**src/rtl/if_fetch_unit_pkg.sv**
```systemverilog
// Shared constants and state encoding for the instruction-fetch stage.
// Mirrors the pipeline-wide reset/stall/zero-word definitions.
package if_fetch_unit_pkg;

  localparam int unsigned INST_ADDR_W = 32;
  localparam int unsigned INST_W_DEF  = 32;
  localparam int unsigned BYTE_W      = 8;
  localparam int unsigned STALL_W     = 6;

  localparam logic RST_ENABLE = 1'b1;
  localparam logic STOP       = 1'b1;
  localparam logic NO_STOP    = 1'b0;

  localparam logic [INST_W_DEF-1:0] ZERO_WORD = 32'h0000_0000;

  typedef enum logic [1:0] {
    FETCH = 2'd0,
    DRAIN = 2'd1,
    HOLD  = 2'd2
  } fetch_state_e;

endpackage

```
**src/rtl/if_fetch_unit_if.sv**
```systemverilog
// Byte-wide read port between the fetch stage (master) and the memory/UART controller (slave).
interface if_fetch_unit_if
  import if_fetch_unit_pkg::*;
#(
  parameter int unsigned ADDR_W = INST_ADDR_W
);

  logic              mem_req;
  logic [ADDR_W-1:0] mem_addr;
  logic [BYTE_W-1:0] mem_rdata;
  logic              mem_rvalid;

  modport master (
    output mem_req,
    output mem_addr,
    input  mem_rdata,
    input  mem_rvalid
  );

  modport slave (
    input  mem_req,
    input  mem_addr,
    output mem_rdata,
    output mem_rvalid
  );

endinterface

```
**src/rtl/if_fetch_unit.sv**
```systemverilog
// Instruction-fetch stage: assembles 32-bit instructions from four little-endian byte reads
// and presents them to if_id, honouring ctrl stalls and id-stage branch redirects.
module if_fetch_unit
  import if_fetch_unit_pkg::*;
#(
  parameter int unsigned       ADDR_W   = INST_ADDR_W,
  parameter int unsigned       INST_W   = INST_W_DEF,
  parameter logic [ADDR_W-1:0] RESET_PC = '0
) (
  input  logic               clk,
  input  logic               rst,
  input  logic [STALL_W-1:0] stall,
  input  logic               branch_flag,
  input  logic [ADDR_W-1:0]  branch_target,
  if_fetch_unit_if.master    mem,
  output logic [ADDR_W-1:0]  if_pc,
  output logic [INST_W-1:0]  if_inst,
  output logic               if_valid,
  output logic               stallreq_if
);

  fetch_state_e      state_q, state_d;
  logic [ADDR_W-1:0] pc_q, pc_d;
  logic [1:0]        cnt_q, cnt_d;
  logic [23:0]       buf_q, buf_d;
  logic              req_q, req_d;
  logic [ADDR_W-1:0] addr_q, addr_d;
  logic [ADDR_W-1:0] out_pc_q, out_pc_d;
  logic [INST_W-1:0] out_inst_q, out_inst_d;
  logic              valid_q, valid_d;
  logic              stallreq_q;

  logic outstanding;
  logic consume;
  logic unused_stall;

  assign unused_stall = ^stall[STALL_W-1:2];
  assign outstanding  = req_q || (state_q == DRAIN);
  assign consume      = (stall[1] == NO_STOP) && (stall[0] == NO_STOP);

  // Next-state, byte assembly and output-register update.
  always_comb begin
    state_d    = state_q;
    pc_d       = pc_q;
    cnt_d      = cnt_q;
    buf_d      = buf_q;
    req_d      = req_q;
    out_pc_d   = out_pc_q;
    out_inst_d = out_inst_q;
    valid_d    = valid_q;

    if (branch_flag) begin
      pc_d       = branch_target;
      cnt_d      = 2'd0;
      buf_d      = '0;
      valid_d    = 1'b0;
      out_pc_d   = '0;
      out_inst_d = INST_W'(ZERO_WORD);
      // A byte still in flight must be swallowed before re-requesting.
      if (outstanding && !mem.mem_rvalid) begin
        state_d = DRAIN;
        req_d   = 1'b0;
      end else begin
        state_d = FETCH;
        req_d   = 1'b1;
      end
    end else begin
      case (state_q)
        FETCH: begin
          if (!req_q) begin
            req_d = 1'b1;
          end else if (mem.mem_rvalid) begin
            if (cnt_q == 2'd3) begin
              out_inst_d = INST_W'({mem.mem_rdata, buf_q});
              out_pc_d   = pc_q;
              valid_d    = 1'b1;
              pc_d       = pc_q + ADDR_W'(4);
              cnt_d      = 2'd0;
              state_d    = HOLD;
              req_d      = 1'b0;
            end else begin
              case (cnt_q)
                2'd0:    buf_d[7:0]   = mem.mem_rdata;
                2'd1:    buf_d[15:8]  = mem.mem_rdata;
                default: buf_d[23:16] = mem.mem_rdata;
              endcase
              cnt_d = cnt_q + 2'd1;
            end
          end
        end
        DRAIN: begin
          if (mem.mem_rvalid) begin
            state_d = FETCH;
            req_d   = 1'b1;
          end
        end
        HOLD: begin
          if (consume) begin
            valid_d    = 1'b0;
            out_pc_d   = '0;
            out_inst_d = INST_W'(ZERO_WORD);
            state_d    = FETCH;
            req_d      = 1'b1;
          end
        end
        default: begin
          state_d = FETCH;
          req_d   = 1'b0;
        end
      endcase
    end

    addr_d = pc_d + ADDR_W'(cnt_d);
  end

  always_ff @(posedge clk) begin
    if (rst == RST_ENABLE) begin
      state_q    <= FETCH;
      pc_q       <= RESET_PC;
      cnt_q      <= 2'd0;
      buf_q      <= '0;
      req_q      <= 1'b0;
      addr_q     <= RESET_PC;
      out_pc_q   <= '0;
      out_inst_q <= INST_W'(ZERO_WORD);
      valid_q    <= 1'b0;
      stallreq_q <= 1'b1;
    end else begin
      state_q    <= state_d;
      pc_q       <= pc_d;
      cnt_q      <= cnt_d;
      buf_q      <= buf_d;
      req_q      <= req_d;
      addr_q     <= addr_d;
      out_pc_q   <= out_pc_d;
      out_inst_q <= out_inst_d;
      valid_q    <= valid_d;
      stallreq_q <= (state_d != HOLD);
    end
  end

  assign mem.mem_req  = req_q;
  assign mem.mem_addr = addr_q;
  assign if_pc        = out_pc_q;
  assign if_inst      = out_inst_q;
  assign if_valid     = valid_q;
  assign stallreq_if  = stallreq_q;

endmodule

```
**src/flat_wrapper.sv**
```systemverilog
// flat-port wrapper written by rule: the top's interface ports become plain ports
module if_fetch_unit_flat import if_fetch_unit_pkg::*;
#(
  parameter int unsigned       ADDR_W   = INST_ADDR_W,
  parameter int unsigned       INST_W   = INST_W_DEF,
  parameter logic [ADDR_W-1:0] RESET_PC = '0
)
  (clk, rst, stall, branch_flag, branch_target, if_pc, if_inst, if_valid, stallreq_if, mem_mem_req, mem_mem_addr, mem_mem_rdata, mem_mem_rvalid);
  if_fetch_unit_if #(.ADDR_W(ADDR_W)) mem_i ();
  input  logic clk;
  input  logic rst;
  input  logic [STALL_W-1:0] stall;
  input  logic branch_flag;
  input  logic [ADDR_W-1:0] branch_target;
  output logic [ADDR_W-1:0] if_pc;
  output logic [INST_W-1:0] if_inst;
  output logic if_valid;
  output logic stallreq_if;
  output wire logic [$bits(mem_i.mem_req)-1:0] mem_mem_req;
  output wire logic [$bits(mem_i.mem_addr)-1:0] mem_mem_addr;
  input wire logic [$bits(mem_i.mem_rdata)-1:0] mem_mem_rdata;
  input wire logic [$bits(mem_i.mem_rvalid)-1:0] mem_mem_rvalid;
  assign mem_mem_req = mem_i.mem_req;
  assign mem_mem_addr = mem_i.mem_addr;
  assign mem_i.mem_rdata = mem_mem_rdata;
  assign mem_i.mem_rvalid = mem_mem_rvalid;
  if_fetch_unit #(.ADDR_W(ADDR_W), .INST_W(INST_W), .RESET_PC(RESET_PC)) u_core (.clk(clk), .rst(rst), .stall(stall), .branch_flag(branch_flag), .branch_target(branch_target), .mem(mem_i), .if_pc(if_pc), .if_inst(if_inst), .if_valid(if_valid), .stallreq_if(stallreq_if));
endmodule
```
**config.mk**
```make
export PLATFORM = sky130hd
export DESIGN_NAME = if_fetch_unit_flat
export DESIGN_NICKNAME = d
export VERILOG_FILES = /design/src/rtl/if_fetch_unit_pkg.sv /design/src/rtl/if_fetch_unit_if.sv /design/src/rtl/if_fetch_unit.sv /design/src/flat_wrapper.sv
export SDC_FILE = /design/constraint.sdc
export NUM_CORES = 1
export LEC_CHECK = 0
export BUFFER_PORTS_ARGS = -buffer_cell sky130_fd_sc_hd__buf_4
export CORE_ASPECT_RATIO = 0.9
export CORE_UTILIZATION = 51
export CTS_BUF_LIST = sky130_fd_sc_hd__clkbuf_16
export CTS_CLUSTER_SIZE = 14
export DETAILED_ROUTE_END_ITERATION = 16
export GPL_ROUTABILITY_DRIVEN = 0
export PLACE_DENSITY_LB_ADDON = 0.12
export SYNTH_ARGS = -nofsm -noshare
export SYNTH_HDL_FRONTEND = slang
export SYNTH_SLANG_ARGS = --single-unit
```
**constraint.sdc**
```tcl
create_clock -name clk -period 5.6 [get_ports clk]
set_input_delay 1.12 -clock clk [delete_from_list [all_inputs] [get_ports clk]]
set_output_delay 1.12 -clock clk [all_outputs]
set_load 0.01 [all_outputs]
```
* Yosys cells after proc, flatten, opt, wreduce, memory -nomap -nowiden
Index checks and enable logic that the tools add are counted.
W data, S select, Z words.
** Storage, ports and cells
- Output and inout port bits :: 99
- Register bits after elaboration :: 159
- Input bits :: 50
- Logic and storage cells :: 84
** Operators by class
- Reduce and logical (&&, ||, !) cells :: 14
- Bitwise gates (word level) :: 4
- Add/subtract/negate cells :: 3
- Eq/ne operators :: 11
- Muxes and demuxes :: 40
** Operators with widths (number)
- $mux W32 :: 12
- $pmux W32 S2 :: 2
- $add A32 B2 Y32 :: 1
- $add A32 B3 Y32 const B :: 1
- $mux W2 :: 11
- $reduce_and A5 Y1 :: 4
- $mux W1 :: 12
- $ne A2 B1 Y1 const B :: 3
- $pmux W2 S3 :: 1
- $eq A2 B1 Y1 const B :: 2
- $eq A2 B2 Y1 const B :: 2
- $logic_not A2 Y1 :: 2
- $ne A2 B2 Y1 const B :: 2
- $not A1 Y1 :: 4
- $reduce_or A2 Y1 :: 2
- $ne A3 B2 Y1 const B :: 1
- $ne A3 B3 Y1 const B :: 1
- $pmux W1 S3 :: 1
- $add A2 B1 Y2 const B :: 1
- $logic_and A1 B1 Y1 :: 2
- $pmux W1 S2 :: 1
- $reduce_and A2 Y1 :: 1
- $reduce_bool A2 Y1 :: 1
- $logic_not A1 Y1 :: 1
- $logic_or A1 B1 Y1 :: 1

* Longest topological paths before layout
- Depth after elaboration :: 7
- Depth in mapped cells :: 14
- Gate-level depth less buffers :: 14

* Worst setup path after synthesis
No wires, ideal clock.
- Kind :: input to register
- Start point :: input port branch_flag
- End point :: register u_core.addr_q[31], in the netlist u_core.mem.mem_addr[31]
- Data required time :: 5.468 ns
- Arrival time :: 3.790 ns
- Setup slack :: 1.678 ns
- Cell stages on the path :: 11
- Buffers on the path :: 3
- Library setup time :: 0.132 ns
- Cell sequence :: clkbuf_1 -> clkbuf_1 -> buf_2 -> mux2_2 -> ha_1 -> a21oi_1 -> nor3b_1 -> nand3_1 -> nor4_4 -> a31o_2 -> a21oi_1
** On the way
- Word-level cells in the longest chain between the ends :: 2
- Elaborated cells between the ends (all ways) :: 3
- Classes of those cells :: add/sub: 1; mux: 2
** Ends and longest elaborated chain
- from (decl) :: line flat_wrapper.sv:13 : input logic branch_flag;
- $mux W32 :: line if_fetch_unit.sv:52 : if (branch_flag) begin
- via u_core.pc_d[1] :: line if_fetch_unit.sv:23 : logic [ADDR_W-1:0] pc_q, pc_d;
- $add A32 B2 Y32 :: line if_fetch_unit.sv:113 : addr_d = pc_d + ADDR_W'(cnt_d);
- to (signal assigned) :: line if_fetch_unit.sv:134 : addr_q <= addr_d;
- to (decl) :: line if_fetch_unit.sv:27 : logic [ADDR_W-1:0] addr_q, addr_d;
The timed path passes the listed nets, and every way through them passes these cells.
A chain may end at the register's enable or synchronous reset.

* Final worst setup path
- Start point :: input port mem_mem_rvalid
- End point :: register u_core.addr_q[31], in the netlist u_core.mem.mem_addr[31]
** On the way
- Word-level cells in the longest chain between the ends :: 5
- Elaborated cells between the ends (all ways) :: 9
- Classes of those cells :: add/sub: 1; mux: 8
** Ends and longest elaborated chain
- from (decl) :: line flat_wrapper.sv:22 : input wire logic [$bits(mem_i.mem_rvalid)-1:0] mem_mem_rvalid;
- $mux W32 / $mux W2 (equally long branches) :: line if_fetch_unit.sv:72 : end else if (mem.mem_rvalid) begin
- $mux W32 / $mux W2 (equally long branches) :: line if_fetch_unit.sv:70 : if (!req_q) begin
- $mux W32 / $mux W2 (equally long branches) :: line if_fetch_unit.sv:68 : case (state_q)
- $mux W32 / $mux W2 (equally long branches) :: line if_fetch_unit.sv:52
- $add A32 B2 Y32 (*) :: line if_fetch_unit.sv:113
Mark *: on every way between the ends. The rest lies on a longest branch, timed or not.

==> impl_metrics.yaml <==
outcome:
  status: "complete, no violations"
critical_path:
  cp_max_fo: 22
  regToRegEndpoint: "u_core.mem.mem_addr[31]$_SDFF_PP0_"
  critical_path_class: "input port to flop"
  cpPeakStageDelay_ns: 0.63
  r2r_cells: 11
  required_ns: 5.88
  worstPathCellList: "buf_4, nand4_4, nor4_2, and4_1, o31ai_1, or4_1, or3_4, nor4_4, a31o_2, a21oi_1"
  critPathTopFamily: "simple AND/OR/NAND/NOR gates"
  r2r_setup_slack_ns: 1.54
  cp-end-kind: "flop"
  timing.rr.start: "u_core.state_q[0]$_SDFF_PP0_"
  startpoint_type: "input port"
  arrival_ns: 4.35
  crit_path_top_delay_cell: "nor4_2"
  crit_buf_inv: 1
drt:
  avgRoutedWirePerCell_um: 16.0
  drt-pass1-iter-count: 5
  via_count: 6403
  viasPerCell: 5.56
  drtIter0Drc: 539
  wl_um: 18400
  drc: 0
  ant_nets: 0
synthesis:
  synth_top_area_share: 0.448
  yosys.cell_types.count: 58
  ys.flop_type: "dfxtp_1"
  synth_cells: 858
  ys_ff_latch: 159
  avgSynthCellArea_um2: 8.28
  yosys.area.top_type: "dfxtp_1"
  yosysWarnings: 0
  synth_area_leaders: "dfxtp_1 45%, nor2_1 8.1%, a21oi_1 7.5%"
  yosysSeqAreaShare: 0.448
  syn-num-nets: 920
  synth-edff-count: 0
  async_flop_share: 0
  netlist_area_um2: 7100
layout:
  n_fill_cell: 1181
  areaGrowthSynthToFinish_pct: 24.0
  multi_input_area_um2: 3640
  seq_area_um2: 3180
  fin_util: 0.654
  final_common_cell: "dfxtp_1"
  drive_above_1_share: 0.203
  fin_nets: 1032
  n_antenna_cell: 0
  most-common-layout-cells: "159 x dfxtp_1, 153 x nor2_1, 149 x buf_4"
  design_area_um2: 8800
  fin_cells: 1151
hold_path:
  hold_path_class: "flop to flop"
  min_path_cells: 2
  min_to: "u_core.buf_q[18]$_SDFFE_PP0P_"
  hold_start: "u_core.buf_q[18]$_SDFFE_PP0P_"
sta:
  hold_violations: 0
  fmax_mhz: 246
  rsz0062_at_grt: "no"
  setup-violations-final: 0
  drv_slew: 0
  clock_skew_ns: 0.00555
  whs_ns: 0.452
  setup_ws_ns: 1.53
  finalSetupTns_ns: 0
  maxSlewHeadroom: 0.247
  final.period_utilization: 0.727
  tightest_slew_ns: 1.13
  min_period_ns: 4.07
global_route:
  grt_start_max_net_pins: 98
  grt_pass1_vias: 5621
  grt_usage: 0.256
  grt-ovfl-total: 0
  grt_pass1_wl_um: 28800
  antenna_found_initial: 0
clocking:
  cts_setup_buffers: 0
  ctsRootBufferMaster: "clkbuf_16"
  cts_buffers: 17
  clkTransAtPathRegs_ns: 0.06
  cts_buffer_depth: 2
  tritoncts: "yes"
  hold_buffers: 0
  cts-htree-levels: 4
  ctsResizeCount: 0
  cts.sinks: 159
  insertion_delay_ns: 0.42
floorplan:
  row_count: 40
  die_w_um: 126
  start_util: 0.528
  die_h_um: 114
  core-area_um2: 13500
  die_area_um2: 14400
  ios: 149
place:
  hpwl_um: 12300
  dp.cells: 1119
  dp_slack_ns: 1.18
  place.port_buffers: 144
  placed_area_um2: 8210
power:
  peakVddDrop_mv: 0.247
  power.density_nw_per_um2: 294
  p_leak_nw: 3.41
  power_mw: 2.59
run:
  cap_violations: 0
-- where the power goes --
part | internal, mW | total, mW | switching, mW
sequential | 1.16 | 1.19 | 0.0288
combinational | 0.0949 | 0.225 | 0.130
clock | 0.699 | 1.17 | 0.473
-- metal layers --
layer,vias to the layer above,global-route usage,part of all wire
met2,188,0.369,0.42
met5,-,0,0
met3,19,0.0774,0.074
met4,0,0.0763,0.014
li1,3196,-,-
met1,3000,0.366,0.49
-- state kept, by name (all words and copies together), names as in the netlist --
name and flops:
u_core.stallreq_if 1, u_core.if_valid 1, u_core.pc_q 32, u_core.mem.mem_addr 32
u_core.if_inst 32, u_core.if_pc 32, u_core.cnt_q 2, u_core.state_q 2
u_core.buf_q 24, u_core.mem.mem_req 1
-- worst min-delay path, delay by kind of cell (launching register included) --
kind | cells | cell delay [ns]
simple gates | 1 | 0.05
flops | 1 | 0.30
compound gates | 1 | 0.05
-- cell type report --
class                           count  share of cell area
Clock buffer                       17              0.0483
Tap cell                          168              0.0239
Sequential cell                   159               0.362
Timing Repair Buffer              149               0.127
Clock inverter                     15              0.0189
Multi-Input combinational cell    628               0.414
Inverter                           15             0.00639
-- synthesized netlist by cell type, drive strengths merged, types with 3 or more instances --
| master | count |
|---|---|
| xnor2 | 27 |
| nor3 | 22 |
| a21o | 4 |
| buf | 7 |
| o21ai | 11 |
| nand3 | 37 |
| o31ai | 5 |
| nand2b | 6 |
| a21oi | 107 |
| and2 | 4 |
| and3 | 6 |
| nor3b | 61 |
| nor4 | 20 |
| nor2b | 5 |
| xor2 | 15 |
| nand4 | 15 |
| ha | 11 |
| a31oi | 8 |
| inv | 15 |
| clkbuf | 49 |
| nand2 | 62 |
| or3 | 4 |
| o21a | 3 |
| mux2i | 10 |
| nor2 | 153 |
| and4 | 4 |
| dfxtp | 159 |
-- cells by family (layout without fill, tap and decap cells) --
| group | after synthesis | after routing | synth area share |
|---|---|---|---|
| flip-flops | 159 | 159 | 0.448 |
| multiplexers | 12 | 12 | 0.0173 |
| XOR/XNOR | 42 | 42 | 0.0518 |
| adder cells (fa/ha/maj) | 12 | 12 | 0.0222 |
| buffers and inverters | 71 | 196 | 0.0393 |
| AO/OA/AOI/OAI | 155 | 155 | 0.123 |
| AND/OR/NAND/NOR | 407 | 407 | 0.298 |
-- worst max-delay path by stage --
stage	from	end	slack (ns)	depth (start not counted)
final	mem_mem_rvalid	u_core.mem.mem_addr[31]$_SDFF_PP0_	1.53	10
after global routing	u_core.state_q[0]$_SDFF_PP0_	u_core.mem.mem_addr[27]$_SDFF_PP0_	1.31	11
after CTS	u_core.state_q[0]$_SDFF_PP0_	u_core.mem.mem_addr[31]$_SDFF_PP0_	1.60	11
after detailed placement	mem_mem_rvalid	u_core.mem.mem_addr[31]$_SDFF_PP0_	1.18	10
after global placement	mem_mem_rvalid	u_core.mem.mem_addr[31]$_SDFF_PP0_	1.22	10
after floorplan	branch_flag	u_core.mem.mem_addr[31]$_SDFF_PP0_	1.68	11
Note: power is estimated with default switching activity, not from simulation.
